### src/rtl/seg7_pkg.sv
// rtl/seg7_pkg.sv - shared 7-segment codes, bit order and capture FSM states
package seg7_pkg;

    // Segment bit positions within a 7-bit code: a is the MSB, g the LSB.
    localparam int SEG_A_BIT = 6;
    localparam int SEG_B_BIT = 5;
    localparam int SEG_C_BIT = 4;
    localparam int SEG_D_BIT = 3;
    localparam int SEG_E_BIT = 2;
    localparam int SEG_F_BIT = 1;
    localparam int SEG_G_BIT = 0;

    // Hex digit n is encoded by SEG7_CODES[n], written a..g.
    localparam logic [15:0][6:0] SEG7_CODES = {
        7'b1000111,  // F
        7'b1001111,  // E
        7'b0111101,  // D
        7'b1001110,  // C
        7'b0011111,  // B
        7'b1110111,  // A
        7'b1111011,  // 9
        7'b1111111,  // 8
        7'b1110000,  // 7
        7'b1011111,  // 6
        7'b1011011,  // 5
        7'b0110011,  // 4
        7'b1111001,  // 3
        7'b1101101,  // 2
        7'b0110000,  // 1
        7'b1111110   // 0
    };

    typedef enum logic [1:0] {
        ST_WAIT    = 2'd0,
        ST_CAPTURE = 2'd1,
        ST_HOLD    = 2'd2
    } seg7_state_t;

    function automatic logic [6:0] seg7_encode(input logic [3:0] nibble);
        return SEG7_CODES[nibble];
    endfunction

endpackage

### src/rtl/seg7_code_to_hex.sv
// rtl/seg7_code_to_hex.sv - inverse lookup from segment pattern to nibble
module seg7_code_to_hex
    import seg7_pkg::*;
(
    input  logic [6:0] code,
    output logic       legal,
    output logic [3:0] nibble
);

    // Codes are all distinct, so at most one table entry can match.
    always_comb begin
        legal  = 1'b0;
        nibble = 4'd0;
        for (int i = 0; i < 16; i++) begin
            if (code == SEG7_CODES[i]) begin
                legal  = 1'b1;
                nibble = 4'(i);
            end
        end
    end

endmodule

### src/rtl/seg7_capture.sv
// rtl/seg7_capture.sv - recovers per-digit hex values from a multiplexed 7-segment bus
module seg7_capture
    import seg7_pkg::*;
#(
    parameter int DIGITS        = 4,
    parameter int STABLE_CYCLES = 8,
    parameter int ACTIVE_LOW    = 0
) (
    input  logic                  clk,
    input  logic                  rst,
    input  logic [6:0]            seg_in,
    input  logic [DIGITS-1:0]     sel_in,
    output logic [4*DIGITS-1:0]   hex_out,
    output logic [DIGITS-1:0]     valid_out,
    output logic                  upd_out,
    output logic [2:0]            upd_idx,
    output logic                  err_out
);

    localparam logic [7:0] STABLE_MAX = 8'(STABLE_CYCLES);
    localparam int         PAIR_W     = DIGITS + 7;

    logic [6:0]        seg_m, seg_q, seg_s;
    logic [DIGITS-1:0] sel_m, sel_q, sel_s;
    logic [PAIR_W-1:0] pair_prev;
    logic              changed;
    logic [7:0]        cnt;
    seg7_state_t       state, next_state;
    logic              do_capture;
    logic              sel_onehot;
    logic [2:0]        sel_idx;
    logic              code_legal;
    logic [3:0]        code_nibble;

    // Two-flop synchronizers for the asynchronous display pins.
    always_ff @(posedge clk) begin
        if (rst) begin
            seg_m <= '0;
            seg_q <= '0;
            sel_m <= '0;
            sel_q <= '0;
        end else begin
            seg_m <= seg_in;
            seg_q <= seg_m;
            sel_m <= sel_in;
            sel_q <= sel_m;
        end
    end

    assign seg_s   = (ACTIVE_LOW != 0) ? ~seg_q : seg_q;
    assign sel_s   = (ACTIVE_LOW != 0) ? ~sel_q : sel_q;
    assign changed = ({sel_s, seg_s} != pair_prev);

    // Stability counter: restarts on any bus change, saturates so a held pair fires once.
    always_ff @(posedge clk) begin
        if (rst) begin
            pair_prev <= '0;
            cnt       <= '0;
        end else begin
            pair_prev <= {sel_s, seg_s};
            if (changed) begin
                cnt <= '0;
            end else if (cnt != STABLE_MAX) begin
                cnt <= cnt + 8'd1;
            end
        end
    end

    // Capture FSM state register.
    always_ff @(posedge clk) begin
        if (rst) begin
            state <= ST_WAIT;
        end else begin
            state <= next_state;
        end
    end

    // Capture is taken on the edge where cnt reaches STABLE_CYCLES-1, which is also the CAPTURE entry.
    always_comb begin
        next_state = state;
        do_capture = 1'b0;
        case (state)
            ST_WAIT: begin
                if (!changed && cnt == STABLE_MAX - 8'd2) begin
                    do_capture = 1'b1;
                    next_state = ST_CAPTURE;
                end
            end
            ST_CAPTURE: next_state = changed ? ST_WAIT : ST_HOLD;
            ST_HOLD:    if (changed) next_state = ST_WAIT;
            default:    next_state = ST_WAIT;
        endcase
    end

    // One-hot check and index of the selected digit.
    always_comb begin
        sel_onehot = $onehot(sel_s);
        sel_idx    = 3'd0;
        for (int i = 0; i < DIGITS; i++) begin
            if (sel_s[i]) sel_idx = 3'(i);
        end
    end

    seg7_code_to_hex u_decode (
        .code   (seg_s),
        .legal  (code_legal),
        .nibble (code_nibble)
    );

    // Digit register file and one-cycle status pulses; blanking/overlap captures are ignored.
    always_ff @(posedge clk) begin
        if (rst) begin
            hex_out   <= '0;
            valid_out <= '0;
            upd_out   <= 1'b0;
            upd_idx   <= 3'd0;
            err_out   <= 1'b0;
        end else begin
            upd_out <= 1'b0;
            err_out <= 1'b0;
            if (do_capture && sel_onehot) begin
                upd_out <= 1'b1;
                upd_idx <= sel_idx;
                err_out <= !code_legal;
                for (int i = 0; i < DIGITS; i++) begin
                    if (sel_s[i]) begin
                        valid_out[i] <= code_legal;
                        if (code_legal) hex_out[4*i +: 4] <= code_nibble;
                    end
                end
            end
        end
    end

endmodule

### config.mk
export PLATFORM = sky130hd
export DESIGN_NAME = seg7_capture
export DESIGN_NICKNAME = d
export VERILOG_FILES = /design/src/rtl/seg7_pkg.sv /design/src/rtl/seg7_code_to_hex.sv /design/src/rtl/seg7_capture.sv
export SDC_FILE = /design/constraint.sdc
export NUM_CORES = 1
export LEC_CHECK = 0
export ABC_AREA = 1
export CAP_MARGIN = 20
export CORE_ASPECT_RATIO = 1.2
export CORE_UTILIZATION = 35
export CTS_BUF_LIST = sky130_fd_sc_hd__clkbuf_16
export DETAILED_ROUTE_END_ITERATION = 8
export GPL_ROUTABILITY_DRIVEN = 0
export MAX_ROUTING_LAYER = met4
export SLEW_MARGIN = 5
export SYNTH_ARGS = -nofsm -noshare
export SYNTH_HDL_FRONTEND = slang
export SYNTH_SLANG_ARGS = --single-unit
### constraint.sdc
create_clock -name clk -period 3.5 [get_ports clk]
set_clock_uncertainty 0.2 [all_clocks]
set_input_delay 0.35 -clock clk [delete_from_list [all_inputs] [get_ports clk]]
set_output_delay 0.35 -clock clk [all_outputs]
set_load 0.02 [all_outputs]
# Yosys cells after proc, flatten, opt, wreduce, memory -nomap -nowiden
# Cells that the tools add are included.
[classes] bitwise_logic=1 n_eq_ne=24 add_sub_neg=4 n_mux=41 reduce_logical=16
[ops] op="$eq A7 B7 Y1 const B" n=12
[ops] op="$mux W4" n=8
[ops] op="$eq A7 B6 Y1 const B" n=3
[ops] op="$mux W1" n=21
[ops] op="$mux W3" n=6
[ops] op="$reduce_and A3 Y1" n=4
[ops] op="$ne A11 B11 Y1" n=1
[ops] op="$mux W2" n=5
[ops] op="$reduce_and A2 Y1" n=5
[ops] op="$add A8 B1 Y8 const B" n=1
[ops] op="$eq A8 B3 Y1 const B" n=1
[ops] op="$ne A8 B4 Y1 const B" n=1
[ops] op="$eq A7 B5 Y1 const B" n=1
[ops] op="$pmux W2 S3" n=1
[ops] op="$add A1 B1 Y2" n=2
[ops] op="$ne A2 B2 Y1 const B" n=2
[ops] op="$reduce_or A2 Y1" n=2
[ops] op="$add A2 B2 Y3" n=1
[ops] op="$eq A3 B1 Y1 const B" n=1
[ops] op="$eq A2 B1 Y1 const B" n=1
[ops] op="$eq A2 B2 Y1 const B" n=1
[ops] op="$logic_and A1 B1 Y1" n=2
[ops] op="$logic_not A1 Y1" n=2
[ops] op="$logic_not A2 Y1" n=1
[ops] op="$not A1 Y1" n=1
[totals] register_bits=68 out_inout_bits=25

# Depth between registers and ports, before layout
# Gate-level depths: netlist (run 1).
[depth] word_depth=18 mapped_depth=14 ltp_nobuf=14

# Hierarchy
# Synthesis (run 1) repeated with hierarchy kept, for this count alone.
[unflattened] hier_cells=424 hier_area_um2=3076.7
[by_module_without_submodules] module="seg7_capture" cells_per_inst=358 seq_area_each_um2=1341.3 area_per_inst_um2=2756.4 n_inst=1
[by_module_without_submodules] module="seg7_code_to_hex" cells_per_inst=66 seq_area_each_um2=0.0 area_per_inst_um2=320.3 n_inst=1

# Worst setup path before layout (run 1)
# OpenSTA, ideal clock, no wires.
[synth_path] path_kind="flip-flop to flip-flop" startpoint="register sel_q[0]" endpoint="register hex_out[8]" stages_incl_launch_ff=13 required_ps=3186 slack_ps=834 synth_period_minus_slack_ps=2666 setup_time_ps=114 path_buffers=0 t_arrival_ps=2352 path_cell_list="dfxtp_1 > inv_1 > fa_1 > inv_1 > ha_1 > ha_1 > nand3b_1 > nor2_4 > nand3_4 > nor2_4 > nand2_4 > nor2_1 > nor2_1"
[synth_via] elab_chain_cells=7
[synth_lines] element="from (decl)" line_no="seg7_capture.sv:24" source="logic [DIGITS-1:0] sel_m, sel_q, sel_s;"
[synth_lines] element="from (signal assigned)" line_no="seg7_capture.sv:46" source="sel_q <= sel_m;"
[synth_lines] element="branches (longest 5 deep; another with $add A2 B2 Y3)"
[synth_lines] element="$logic_and A1 B1 Y1 *" line_no="seg7_capture.sv:121" source="if (do_capture && sel_onehot) begin"
[synth_lines] element="$reduce_and A3 Y1 (no line) *"
[synth_lines] element="to (signal, indexed assignment)" line_no="seg7_capture.sv:128" source="if (code_legal) hex_out[4*i +: 4] <= code_nibble;"
[synth_lines] element="to (decl)" line_no="seg7_capture.sv:13" source="output logic [4*DIGITS-1:0] hex_out,"
# Every way passes the cells marked *.
# A chain may end at the register's enable or synchronous reset.

# Final worst setup path (run 1)
[layout_path] startpoint="register sel_q[3]" endpoint="register hex_out[4]"
# The elaborated chain is that of the path after synthesis.

==> results of run 1 <==
worst min path at each step:
stage / start / endpoint / slack (ns)
after floorplan: seg_m[0] / seg_q[0] / 0.19
after CTS: seg_m[0] / seg_q[0] / 0.20
after global routing: seg_m[0] / seg_q[0] / 0.21
final: seg_m[2] / seg_q[2] / 0.20
after detailed placement: seg_m[0] / seg_q[0] / 0.19
after global placement: seg_m[3] / seg_q[3] / 0.19
cell usage in the layout (no fill, tap or decap), types with 2 or more instances in the layout:
| cell | n |
|---|---|
| inv_1 | 60 |
| clkdlybuf4s50_1 | 36 |
| nor2_1 | 92 |
| xor2_1 | 3 |
| dfxtp_1 | 67 |
| nand2_1 | 87 |
| o21ai_0 | 4 |
| ha_1 | 5 |
| nor3_1 | 5 |
| nand3_1 | 15 |
| clkbuf_16 | 9 |
| inv_2 | 11 |
| nand4_1 | 3 |
| nand2_4 | 5 |
| clkinv_1 | 3 |
| nor2_4 | 6 |
| xnor2_1 | 5 |
| a21oi_1 | 15 |
| nand3b_1 | 2 |
| nor3b_2 | 2 |
| nor2_2 | 2 |
worst reg2reg max path: stages, from the launching register on:
cell and delay, ns:
dfxtp_1 0.36, inv_1 0.14, fa_1 0.50, inv_1 0.05
ha_1 0.17, ha_1 0.26, nand3b_1 0.24, nor2_4 0.18
nand3_4 0.20, nor2_4 0.19, nand2_4 0.09, nor2_1 0.11
nor2_1 0.06
per-layer routing:
layer	up-vias	GRT usage, %	wire length [um]
met5	-	-	0
met4	0	8.08	104
met3	10	3.12	203
met2	57	25.4	2600
met1	1044	16.9	2690
li1	1291	-	-
final cells by class:
type                    count  area (um^2)  area share (%)
repair buffers             37          368            9.97
clock inverters             5         46.3            1.25
flip-flops and latches     67         1340            36.4
inverters                  71          267            7.22
multi-input cells         261         1300            35.2
well taps                 114          143            3.87
clock buffers               9          225            6.10
where the power goes:
part / switching, W / total (W) / leakage (nW) / internal (W)
Combinational: 0.0000528 / 0.0000871 / 1.04 / 0.0000342
Clock: 0.000295 / 0.000829 / 0.134 / 0.000533
Sequential: 0.0000108 / 0.000791 / 0.545 / 0.000780
Total: 0.000359 / 0.00171 / 1.72 / 0.00135
sequential cells by signal, summed over array words and instances (netlist names):
register and flops:
sel_m 4, pair_prev 11, seg_m 7, seg_q 7, upd_out 1, state 2
hex_out 16, sel_q 4, cnt 8, upd_idx 2, valid_out 4, err_out 1
stage by stage:
| step | utilization (%) | hold slack [ns] | cell area (um^2) | total power (W) | worst slack, ns |
|---|---|---|---|---|---|
| after global routing | 45.3 | 0.211 | 3690 | 0.00178 | 0.433 |
| after detailed placement | 41.9 | 0.193 | 3420 | 0.000895 | 0.626 |
| after global placement | 41.9 | 0.189 | 3420 | 0.000893 | 0.726 |
| after CTS | 45.3 | 0.200 | 3690 | 0.00173 | 0.610 |
| final | 45.3 | 0.196 | 3690 | 0.00171 | 0.631 |
| after floorplan | - | 0.188 | 2960 | 0.000869 | 0.834 |
kinds of logic after synthesis:
family | count (synthesis)
and+or+nand+nor | 227
AOI/OAI and AO/OA | 19
other | 1
xor gates and xnor gates | 8
buffers and inverters | 80
DFF | 67
adders and majority gates | 6
==> impl_metrics.tcl, run 1 <==
set metrics [dict create \
    synth_top_family_by_area "simple AND/OR/NAND/NOR gates" \
    avgSynthCellArea_um2 7.25 \
    grt_pass1_wl_um 10000 \
    synth_fa_ha_area_share_pct 2.79 \
    clk_path_buf_depth 2 \
    synth-simple-area-share_pct 35.4 \
    synth_edf_count 0 \
    worst-path-stages 12 \
    crit_type "flip-flop to flip-flop" \
    core_area_mm2 0.00815 \
    drt_iter0_drc 82 \
    hold_viol_final 0 \
    clkSinkCount 67 \
    netlist_top_cells_area "dfxtp_1, nor2_1, nand2_1, inv_1, a21oi_1" \
    cts_tree "yes" \
    reg2reg_depth 12 \
    synth_top_area_share_pct 45.3 \
    r2r-end "hex_out[4]" \
    p_leak_nw 1.72 \
    stdcell_count 564 \
    antenna_found_initial 0 \
    tns_ns 0 \
    drv_cap 0 \
    min_period_ns 2.87 \
    finalCritPeriodShare_pct 82.0 \
    num_io_pins 38 \
    cp_top_family "simple AND/OR/NAND/NOR gates" \
    drc_errors 0 \
    crit_buf_inv 2 \
    synth_commonest_cells "nor2_1, nand2_1, dfxtp_1" \
    cts_buffers 9 \
    die_y_um 103 \
    ys_seq_elements 67 \
    synthesis.nets 427 \
    wire_per_inst_um 9.93 \
    critPathCapture "hex_out[4]" \
    rows 36 \
    overflow 0 \
    cp_slowest_cell "fa_1" \
    setup-violations-final 0 \
    postCtsSetupBuffers 0 \
    viasPerCell 4.26 \
    p_per_area_mw_per_mm2 463 \
    timing.final.max_slew_violations 0 \
    dieWidth_um 85.9 \
    fin_nets 466 \
    post-place-cells 550 \
    grt_pass1_vias 2300 \
    antenna_cells 0 \
    hold_path_class "flip-flop to flip-flop" \
    cp-start-kind "flip-flop" \
    outcome "finished, final reports clean" \
    cts_resized 0 \
    drive_gt1_share_pct 9.56 \
    finalWirelength_um 5600 \
    post-synth-top-area-cell "dfxtp_1" \
    cts_root_buf "clkbuf_16" \
    synth_cell_types 32 \
    ant_nets 0 \
    startpoint "sel_q[3]" \
    insertion_delay_ns 0.32 \
    async_flop_share_pct 0 \
    cts_hold_buffers 0 \
    ir_worst_vdd_v 0.000247 \
    max_freq_mhz 349 \
    hold_path_depth 2 \
    rsz0062_at_grt "false" \
    path_max_fanout 9 \
    htree_levels 3 \
    first_pass_iters 5 \
    synth-compound-area-share_pct 3.21 \
    required_ns 3.51 \
    crit_arrival_ns 2.88 \
    reg2reg_slack_ns 0.63 \
    critPathMaxStageDelay_ns 0.50 \
    grt_max_degree 44 \
    ys_warn_count 0 \
    start_util_pct 36.3 \
    seq_area_frac_synth_pct 45.3 \
    clk_pin_slew_ns 0.05 \
    syn-instance-count 408 \
    dieArea_mm2 0.00882 \
    synth_most_common_cell "nor2_1" \
    io_buffers 36 \
    syn_to_final_growth_pct 24.7 \
    fillers 829 \
    worstSetupEndpointType "flip-flop" \
    synth_mux_area_share_pct 0 \
    hpwl_um 4110 \
    path_cells "inv_1, fa_1, inv_1, ha_1, ha_1, nand3b_1, nor2_4, nand3_4, nor2_4, nand2_4, nor2_1, nor2_1" \
    vias 2402 \
    grt_use_total_pct 15.1 \
    synthFlopType "dfxtp_1" \
    r2r-start "sel_q[3]" \
    netlist_area_mm2 0.00296 \
    synth_xor_area_share_pct 2.37 \
]
Power figures use the tool's default switching activity.
==> run 2, diff against run 1 <==
==> constraint.sdc (replaced) <==
create_clock -name clk -period 3 [get_ports clk]
set_clock_uncertainty 0.2 [all_clocks]
set_input_delay 0.3 -clock clk [delete_from_list [all_inputs] [get_ports clk]]
set_output_delay 0.3 -clock clk [all_outputs]
set_load 0.02 [all_outputs]
==> run 2 against run 1 <==
Net effect:
- sequential power increased by 17%
- final area increased by 2.3%
- maximum frequency increased by 3.0%
- critical path depth unchanged
- setup slack got worse by 0.42 ns
- utilization increased by 1.0 points
- worst hold slack got worse by 0.0014 ns
==> impl_metrics.tcl, run 2 (synthesized netlist as in run 1, its figures left out) <==
set metrics [dict create \
    outcome "finished, final reports clean" \
    reg.largest.list "hex_out x16, pair_prev x11, cnt x8" \
    p_per_area_mw_per_mm2 579 \
    pwr-share-clk_pct 53.0 \
    worstSetupEndpointType "flip-flop" \
    overflow 0 \
    path_max_fanout 8 \
    place_area_mm2 0.00343 \
    crit_type "flip-flop to flip-flop" \
    pwr-share-seq_pct 42.2 \
    p_sw_w 0.000435 \
    timing.final.max_slew_violations 0 \
    mostFrequentLayoutCell "nor2_1" \
    antenna_found_initial 0 \
    layout_common_cells "nor2_1, nand2_1, dfxtp_1" \
    clkSinkCount 67 \
    required_ns 3.01 \
    clk_pin_slew_ns 0.06 \
    syn_to_final_growth_pct 27.6 \
    die_y_um 103 \
    core_area_mm2 0.00815 \
    rows 36 \
    ir_worst_vdd_v 0.000301 \
    hpwl_um 4120 \
    stdcell_area_mm2 0.00377 \
    p_leak_nw 1.76 \
    cts_buffers 9 \
    max_freq_mhz 359 \
    first_pass_iters 4 \
    setup-violations-final 0 \
    vias 2430 \
    grt_max_degree 44 \
    crit_arrival_ns 2.80 \
    finalCritPeriodShare_pct 92.8 \
    drc_errors 0 \
    cp-start-kind "flip-flop" \
    cts_root_buf "clkbuf_16" \
    fin_nets 469 \
    dieArea_mm2 0.00882 \
    start_util_pct 36.3 \
    hold_ws_ns 0.195 \
    num_io_pins 38 \
    power_frac_comb_pct 4.8 \
    viasPerCell 4.28 \
    clk_path_buf_depth 2 \
    drive_gt1_share_pct 11.7 \
    io_buffers 36 \
    hold_path_class "flip-flop to flip-flop" \
    largest_register "hex_out" \
    ant_nets 0 \
    grt_pass1_wl_um 10300 \
    hold_viol_final 0 \
    wire_per_inst_um 10.1 \
    cts_tree "yes" \
    grt_pass1_vias 2352 \
    dieWidth_um 85.9 \
    tns_ns 0 \
    min_period_ns 2.78 \
    drt_iter0_drc 74 \
    swShare_pct 19.9 \
    cts_hold_buffers 0 \
    antenna_cells 0 \
    fillers 829 \
    finalWirelength_um 5740 \
    largest_reg_flops 16 \
    rsz0062_at_grt "false" \
    grt_use_total_pct 15.5 \
    p_int_w 0.00175 \
    power_w 0.00219 \
    drv_cap 0 \
    insertion_delay_ns 0.32 \
    htree_levels 3 \
]
-- run 2: power by group through the flow --
stage               registers [W]  clock network, W   logic, W
floorplan                0.000936                 0  0.0000772
global placement         0.000940                 0   0.000102
detailed placement       0.000941                 0   0.000103
CTS                      0.000922           0.00120   0.000104
global route             0.000924           0.00123   0.000121
finish                   0.000923           0.00116   0.000105
-- run 2: critical path, cell delays in order (launching register included) --
cell	delay, ns
dfxtp_1	0.39
inv_2	0.10
fa_1	0.49
inv_1	0.04
ha_1	0.17
ha_1	0.26
nand3b_1	0.24
nor2_4	0.17
nand3_4	0.18
nor2_4	0.18
nand2_4	0.09
nor2_1	0.11
nor2_1	0.06
-- run 2: final cells by class --
cell class              count  area, um^2  area share [%]
flip-flops and latches     67        1340            35.6
multi-input cells         262        1310            34.7
repair buffers             39         383            10.1
inverters                  71         267            7.06
clock buffers               9         225            5.97
well taps                 114         143            3.78
clock inverters             6         105            2.78
-- run 2: path summary, 6_finish.rpt --
| kind | slack [ns] | startpoint | depth (start not counted) | end |
|---|---|---|---|---|
| worst max register to register | 0.22 | sel_q[3] | 12 | hex_out[4] |
| worst max-delay path | 0.22 | sel_q[3] | 12 | hex_out[4] |
| worst min register to register | 0.19 | seg_m[2] | 2 | seg_q[2] |
| worst min-delay path | 0.19 | seg_m[2] | 2 | seg_q[2] |
-- run 2: timing repair --
action | in CTS | in global routing
setup buffers | 0 | 1
endpoints found under the setup margin | 0 | 15
resized for setup | 0 | 3
-- run 2: per-layer routing --
metal | GRT usage [%] | up-vias | wire, um
li1 | - | 1298 | -
met1 | 17.0 | 1078 | 2650
met2 | 26.4 | 47 | 2810
met3 | 4.56 | 7 | 205
met4 | 5.77 | 0 | 76
met5 | - | - | 0
-- run 2: metrics by stage --
step,setup WS [ns],util [%],std cells
after detailed placement,0.100,42.0,551
after floorplan,0.334,-,408
after global routing,0.0143,46.3,568
final,0.216,46.3,568
after CTS,0.0853,46.1,566
after global placement,0.150,42.0,551
